File: config.mk
export PLATFORM = sky130hd
export DESIGN_NAME = csr_regblock
export DESIGN_NICKNAME = d
export VERILOG_FILES = /design/src/rtl/csr_regblock_pkg.sv /design/src/rtl/csr_regblock_cpuif.sv /design/src/rtl/csr_regblock.sv
export SDC_FILE = /design/constraint.sdc
export NUM_CORES = 1
export LEC_CHECK = 0
export CORE_ASPECT_RATIO = 2
export CORE_MARGIN = 10
export CORE_UTILIZATION = 38
export DETAILED_ROUTE_END_ITERATION = 10
export GPL_TIMING_DRIVEN = 0
export PLACE_DENSITY_LB_ADDON = 0.08
export SKIP_CTS_REPAIR_TIMING = 1
export SLEW_MARGIN = 10
export SYNTH_ARGS = -nofsm -noshare
export SYNTH_HDL_FRONTEND = slang
export SYNTH_SLANG_ARGS = --single-unit
File: constraint.sdc
create_clock -name clk -period 2.24 [get_ports clk]
set_clock_uncertainty 0.1 [all_clocks]
set_input_delay 0.336 -clock clk [delete_from_list [all_inputs] [get_ports clk]]
set_output_delay 0.336 -clock clk [all_outputs]
set_load 0.02 [all_outputs]
File: src/rtl/csr_regblock_pkg.sv
// csr_regblock_pkg: hardware interface structs, register addresses,
// reset values and a parity helper shared by the register block.
package csr_regblock_pkg;

  typedef struct packed {
    logic [7:0] status;
    logic       event_pulse;
    logic       incr;
  } csr_regblock__in_t;

  typedef struct packed {
    logic        enable;
    logic [7:0]  threshold;
    logic        irq;
    logic [15:0] count;
    logic        count_hit;
  } csr_regblock__out_t;

  localparam logic [3:0] ADDR_CTRL   = 4'h0;
  localparam logic [3:0] ADDR_STATUS = 4'h4;
  localparam logic [3:0] ADDR_EVENT  = 4'h8;
  localparam logic [3:0] ADDR_COUNT  = 4'hC;

  localparam logic        CTRL_ENABLE_RST    = 1'b0;
  localparam logic [7:0]  CTRL_THRESHOLD_RST = 8'h10;
  localparam logic        EVENT_STICKY_RST   = 1'b0;
  localparam logic [15:0] COUNT_RST          = 16'h0000;

  // Even-parity bit: makes the total number of ones (data + bit) even.
  function automatic logic evenParity(input logic [31:0] value);
    return ^value;
  endfunction

endpackage

File: src/rtl/csr_regblock_cpuif.sv
// csr_regblock_cpuif: decodes CPU requests into per-register write strobes
// and registers the read/write responses one cycle after each request.
module csr_regblock_cpuif
  import csr_regblock_pkg::*;
#(
  parameter int ADDR_W = 4,
  parameter int DATA_W = 32
) (
  input  logic              clk,
  input  logic              rst,
  input  logic              cpuif_req,
  input  logic              cpuif_req_is_wr,
  input  logic [ADDR_W-1:0] cpuif_addr,
  input  logic [DATA_W-1:0] i_ctrlWord,
  input  logic [DATA_W-1:0] i_statusWord,
  input  logic [DATA_W-1:0] i_eventWord,
  input  logic [DATA_W-1:0] i_countWord,
  output logic              o_wrCtrl,
  output logic              o_wrEvent,
  output logic              o_wrCount,
  output logic              cpuif_rd_ack,
  output logic              cpuif_rd_err,
  output logic [DATA_W-1:0] cpuif_rd_data,
  output logic              cpuif_wr_ack,
  output logic              cpuif_wr_err
);

  logic              w_inRange;
  logic [3:0]        w_wordAddr;
  logic [DATA_W-1:0] w_rdWord;
  logic              w_isRd;
  logic              w_isWr;
  logic              w_unusedAddrLow;

  // Only a wider address bus can point outside the four-word map.
  generate
    if (ADDR_W > 4) begin : g_wideAddr
      assign w_inRange = (cpuif_addr[ADDR_W-1:4] == '0);
    end else begin : g_narrowAddr
      assign w_inRange = 1'b1;
    end
  endgenerate

  assign w_wordAddr      = {cpuif_addr[3:2], 2'b00};
  assign w_unusedAddrLow = ^cpuif_addr[1:0];
  assign w_isRd          = cpuif_req & ~cpuif_req_is_wr;
  assign w_isWr          = cpuif_req & cpuif_req_is_wr;

  assign o_wrCtrl  = w_isWr & w_inRange & (w_wordAddr == ADDR_CTRL);
  assign o_wrEvent = w_isWr & w_inRange & (w_wordAddr == ADDR_EVENT);
  assign o_wrCount = w_isWr & w_inRange & (w_wordAddr == ADDR_COUNT);

  // Select the register image addressed by the current request.
  always_comb begin
    w_rdWord = '0;
    case (w_wordAddr)
      ADDR_CTRL:   w_rdWord = i_ctrlWord;
      ADDR_STATUS: w_rdWord = i_statusWord;
      ADDR_EVENT:  w_rdWord = i_eventWord;
      ADDR_COUNT:  w_rdWord = i_countWord;
      default:     w_rdWord = '0;
    endcase
    if (!w_inRange) begin
      w_rdWord = '0;
    end
  end

  // Register ack, error and read data together one cycle after the request.
  always_ff @(posedge clk) begin
    if (!rst) begin
      cpuif_rd_ack  <= 1'b0;
      cpuif_rd_err  <= 1'b0;
      cpuif_rd_data <= '0;
      cpuif_wr_ack  <= 1'b0;
      cpuif_wr_err  <= 1'b0;
    end else begin
      cpuif_rd_ack  <= w_isRd;
      cpuif_rd_err  <= w_isRd & ~w_inRange;
      cpuif_rd_data <= w_isRd ? w_rdWord : '0;
      cpuif_wr_ack  <= w_isWr;
      cpuif_wr_err  <= w_isWr & ~w_inRange;
    end
  end

endmodule

File: src/rtl/csr_regblock.sv
// csr_regblock: four-register CSR block (CTRL, STATUS, EVENT, COUNT) with
// field storage and hardware-side outputs. Define PARITY_CHECK_EN to add
// per-register parity storage and a registered parity_error output.
module csr_regblock
  import csr_regblock_pkg::*;
#(
  parameter int ADDR_W = 4,
  parameter int DATA_W = 32
) (
  input  logic               clk,
  input  logic               rst,
  input  logic               cpuif_req,
  input  logic               cpuif_req_is_wr,
  input  logic [ADDR_W-1:0]  cpuif_addr,
  input  logic [DATA_W-1:0]  cpuif_wr_data,
  input  logic [DATA_W-1:0]  cpuif_wr_biten,
  output logic               cpuif_rd_ack,
  output logic               cpuif_rd_err,
  output logic [DATA_W-1:0]  cpuif_rd_data,
  output logic               cpuif_wr_ack,
  output logic               cpuif_wr_err,
  input  csr_regblock__in_t  hwif_in,
  output csr_regblock__out_t hwif_out
`ifdef PARITY_CHECK_EN
  ,
  output logic               parity_error
`endif
);

  logic        r_enable;
  logic [7:0]  r_threshold;
  logic        r_event;
  logic [15:0] r_count;

  logic        w_enableNext;
  logic [7:0]  w_thresholdNext;
  logic        w_eventNext;
  logic [15:0] w_countNext;

  logic        w_wrCtrl;
  logic        w_wrEvent;
  logic        w_wrCount;
  logic        w_unusedWrHigh;

  logic [DATA_W-1:0] w_ctrlWord;
  logic [DATA_W-1:0] w_statusWord;
  logic [DATA_W-1:0] w_eventWord;
  logic [DATA_W-1:0] w_countWord;

  assign w_ctrlWord     = {16'h0000, r_threshold, 7'h00, r_enable};
  assign w_statusWord   = {24'h000000, hwif_in.status};
  assign w_eventWord    = {31'h00000000, r_event};
  assign w_countWord    = {16'h0000, r_count};
  assign w_unusedWrHigh = ^{cpuif_wr_data[31:16], cpuif_wr_biten[31:16]};

  csr_regblock_cpuif #(
    .ADDR_W(ADDR_W),
    .DATA_W(DATA_W)
  ) u_cpuif (
    .clk            (clk),
    .rst            (rst),
    .cpuif_req      (cpuif_req),
    .cpuif_req_is_wr(cpuif_req_is_wr),
    .cpuif_addr     (cpuif_addr),
    .i_ctrlWord     (w_ctrlWord),
    .i_statusWord   (w_statusWord),
    .i_eventWord    (w_eventWord),
    .i_countWord    (w_countWord),
    .o_wrCtrl       (w_wrCtrl),
    .o_wrEvent      (w_wrEvent),
    .o_wrCount      (w_wrCount),
    .cpuif_rd_ack   (cpuif_rd_ack),
    .cpuif_rd_err   (cpuif_rd_err),
    .cpuif_rd_data  (cpuif_rd_data),
    .cpuif_wr_ack   (cpuif_wr_ack),
    .cpuif_wr_err   (cpuif_wr_err)
  );

  // Next field values: biten-masked writes, hardware set beating W1C,
  // and a software COUNT write suppressing that cycle's increment.
  always_comb begin
    w_enableNext    = r_enable;
    w_thresholdNext = r_threshold;
    w_eventNext     = r_event;
    w_countNext     = r_count;
    if (w_wrCtrl) begin
      w_enableNext    = (r_enable & ~cpuif_wr_biten[0]) | (cpuif_wr_data[0] & cpuif_wr_biten[0]);
      w_thresholdNext = (r_threshold & ~cpuif_wr_biten[15:8]) |
                        (cpuif_wr_data[15:8] & cpuif_wr_biten[15:8]);
    end
    if (hwif_in.event_pulse) begin
      w_eventNext = 1'b1;
    end else if (w_wrEvent && cpuif_wr_biten[0] && cpuif_wr_data[0]) begin
      w_eventNext = 1'b0;
    end
    if (w_wrCount) begin
      w_countNext = (r_count & ~cpuif_wr_biten[15:0]) |
                    (cpuif_wr_data[15:0] & cpuif_wr_biten[15:0]);
    end else if (hwif_in.incr && r_enable) begin
      w_countNext = r_count + 16'd1;
    end
  end

  // Field storage, loaded on the same edge that produces the CPU ack.
  always_ff @(posedge clk) begin
    if (!rst) begin
      r_enable    <= CTRL_ENABLE_RST;
      r_threshold <= CTRL_THRESHOLD_RST;
      r_event     <= EVENT_STICKY_RST;
      r_count     <= COUNT_RST;
    end else begin
      r_enable    <= w_enableNext;
      r_threshold <= w_thresholdNext;
      r_event     <= w_eventNext;
      r_count     <= w_countNext;
    end
  end

  assign hwif_out.enable    = r_enable;
  assign hwif_out.threshold = r_threshold;
  assign hwif_out.irq       = r_event & r_enable;
  assign hwif_out.count     = r_count;
  assign hwif_out.count_hit = (r_count >= {8'h00, r_threshold});

`ifdef PARITY_CHECK_EN
  logic r_ctrlPar;
  logic r_eventPar;
  logic r_countPar;
  logic r_parityError;

  // Keep a parity bit beside each writable register and flag any disagreement.
  always_ff @(posedge clk) begin
    if (!rst) begin
      r_ctrlPar     <= evenParity({23'h0, CTRL_ENABLE_RST, CTRL_THRESHOLD_RST});
      r_eventPar    <= evenParity({31'h0, EVENT_STICKY_RST});
      r_countPar    <= evenParity({16'h0, COUNT_RST});
      r_parityError <= 1'b0;
    end else begin
      r_ctrlPar     <= evenParity({23'h0, w_enableNext, w_thresholdNext});
      r_eventPar    <= evenParity({31'h0, w_eventNext});
      r_countPar    <= evenParity({16'h0, w_countNext});
      r_parityError <= (r_ctrlPar  != evenParity({23'h0, r_enable, r_threshold})) |
                       (r_eventPar != evenParity({31'h0, r_event})) |
                       (r_countPar != evenParity({16'h0, r_count}));
    end
  end

  assign parity_error = r_parityError;
`endif

endmodule

==> results.yml <==
die:
  num_io_pins: 145
  row_count: 41
  die_height_um: 133
  initial_core_util_pct: 38.4
  core_area_um2: 6260
  dieWidth_um: 76.3
  die_area_um2: 10100
worst_setup_path:
  slowest_delay_ns: 0.36
  critPathRequiredTime_ns: 1.80
  cp_top_family: "compound AO/OA/AOI/OAI gates"
  crit_type: "register to output pin"
  crit_path_start_kind: "register"
  ff2ff_path_depth: 5
  worst_ep_arrival_time_ns: 1.81
  worstSetupEndpointType: "output pin"
  crit_path_cell_trace: "inv_4 -> ha_4 -> a211oi_2 -> nand2_1 -> nor4_2 -> o221ai_1 -> buf_4"
  rrSetupSlack_ns: 0.39
  cp.buffers_inverters: 2
  worstPathMaxFanout: 2
  cp_slowest_cell: "dfxtp_4"
clock_tree:
  clock-root-buffer: "clkbuf_16"
  htreeDepth: 2
  numClockSinks: 44
  cts_buffers: 5
  worst_skew_pair.late_latency_ns: 0.29
  tritoncts: "done"
  cts.reportedPaths.clkPinSlew_ns: 0.07
  clk_path_buf_depth: 2
hold_path:
  min_path_type: "register to register"
  min_path_cells: 2
yosys:
  synth_top_cells_by_count: "dfxtp_1 (44), nand2_1 (40), buf_4 (19), nor2_1 (18), nand3_1 (13)"
  yosysMostFrequentCell: "dfxtp_1"
  seq_area_frac_synth_pct: 36.6
  yosysWarnings: 0
  synthTopCellsByArea: "dfxtp_1 (37%), nand2_1 (6.2%), buf_4 (5.9%)"
  synth_top_area_share_pct: 36.6
  async_reset_ff_share_pct: 0
  synth_cell_types: 47
  syn_area_um2: 2410
  synth_edf_count: 0
  synthCells: 285
  syn_area_per_cell_um2: 8.44
  synth_seq_cells: 44
  yosys.area.top_type: "dfxtp_1"
  ys.flop_type: "dfxtp_1"
grt:
  gr-usage-all-layers_pct: 17.0
  grt_start_max_net_pins: 14
  antenna_found_initial: 0
  grt_pass1_wl_mm: 14.0
  grt_pass1_vias: 2664
  overflow: 0
route:
  drt_iter0_drc: 174
  vias_per_cell: 5.19
  drtPass1Iterations: 4
  remaining_drc_errors: 0
  top_layer: "met4"
  dr_wl_met3_um: 597
  ant_nets: 0
  vias: 2555
  wirelength_mm: 8.94
  wl_per_cell_um: 18.2
  met1_length_mm: 3.43
  routed-wl-met2_mm: 4.73
power_and_ir_drop:
  cellLeakagePower_nw: 1.44
  peakVddDrop_uv: 406
  power_per_cell_area_nw_per_um2: 522
layout:
  antennaDiodeCount: 0
  final_core_util_pct: 60.1
  fin_cells: 492
  drive_above_1_share_pct: 15.5
  syn2layout_area_growth_pct: 56.4
  num-nets-final: 496
sta:
  hold_viol: 0
  holdWs_ns: 0.399
  setup_viol: 1
  max_slew_margin_pct: 43.8
  max_freq_mhz: 445
  setup-tns-final_ns: -0.00525
  period_minus_slack_ns: 2.25
  worst_slack_ns: -0.00525
  drv_slew: 0
  min_period_over_period_pct: 100
  worst_pin_slew_ns: 0.840
  rsz0062_at_grt: "true"
place:
  dp_cells: 479
  port_buffers: 91
  dp_hpwl_mm: 6.88
  gp_congestion: 0.874
run_status:
  violations: "setup timing"
  status: "complete, but fails checks"
flow_run:
  cap_violations: 0
[how the worst max path moves through the flow]
stage | from | to | slack [ns] | depth (start not counted)
CTS | register | hwif_out[0] | -0.63 | 5
global route | register | hwif_out[0] | -0.1 | 7
floorplan | register | hwif_out[0] | 0.18 | 5
finish | register | hwif_out[0] | -0.005 | 7
global placement | register | hwif_out[0] | -0.29 | 7
detailed placement | register | hwif_out[0] | -0.32 | 5
[kinds of logic (layout without fill, tap and decap cells)]
| logic type | after synthesis | in the layout | synth area share, % |
|---|---|---|---|
| compound gates | 67 | 67 | 19.8 |
| flops | 44 | 44 | 36.6 |
| other cells | 1 | 18 | 0.156 |
| xor+xnor | 1 | 1 | 0.364 |
| simple gates | 110 | 110 | 23.1 |
| fa+ha+maj | 9 | 9 | 4.68 |
| mux | 10 | 10 | 4.94 |
| buf+inv | 43 | 147 | 10.3 |
[worst reg2reg max path, stage by stage (launching register included)]
cell and delay, ns:
dfxtp_1 0.52, and4_1 0.24, buf_2 0.17, nand4_2 0.19, o41ai_1 0.36, nor3b_1 0.20
[per-layer routing]
layer | track usage (%) | up-vias
met3 | 5.36 | 15
met5 | 0 | -
met1 | 17.3 | 1197
li1 | - | 1241
met2 | 31.3 | 102
met4 | 6.03 | 0
[final cells by class]
cell class | count | area, µm²
plain buffers | 31 | 204
clock buffers | 6 | 129
clock inverters | 2 | 35.0
fillers | 604 | 2490
inverters | 12 | 47.5
multi-input cells | 215 | 1390
flip-flops and latches | 44 | 901
well taps | 86 | 108
repair buffers | 96 | 946
[cells in the final DEF, fill, tap and decap left out, types with 3 or more instances in the layout]
cell type         n
a21boi_0          8
a21oi_1           7
a221oi_1          7
a22oi_1           8
a311oi_1          3
a31oi_1           3
and2_1            6
and3_1            5
buf_2             7
buf_4            25
clkbuf_1          4
clkbuf_16         5
clkdlybuf4s50_1  90
conb_1           18
dfxtp_1          36
dfxtp_2           4
dfxtp_4           4
ha_1              7
inv_1            10
mux2i_1           7
nand2_1          40
nand3_1          13
nand3b_1          3
nand4_1           3
nor2_1           18
nor3_1            6
o211ai_1          3
o21a_1            3
o21ai_0          10
o221ai_1          3
o31a_1            3
[metrics by stage]
| stage | total power, mW | worst slack [ns] | cell area, µm² |
|---|---|---|---|
| 6_report | 1.97 | -0.00525 | 3760 |
| 5_1_grt | 2.04 | -0.0996 | 3760 |
| 4_1_cts | 1.97 | -0.630 | 3650 |
| 3_5_place_dp | 1.14 | -0.321 | 3490 |
| 3_3_place_gp | 1.13 | -0.291 | 3490 |
| 2_1_floorplan | 0.975 | 0.177 | 2470 |
[report_power, final]
group / leakage (nW) / total (mW) / internal [mW] / switching, mW
Clock: 0.0808 / 0.840 / 0.525 / 0.315
Combinational: 1.00 / 0.316 / 0.165 / 0.151
Sequential: 0.361 / 0.810 / 0.792 / 0.0175
Power figures use the tool's default switching activity.
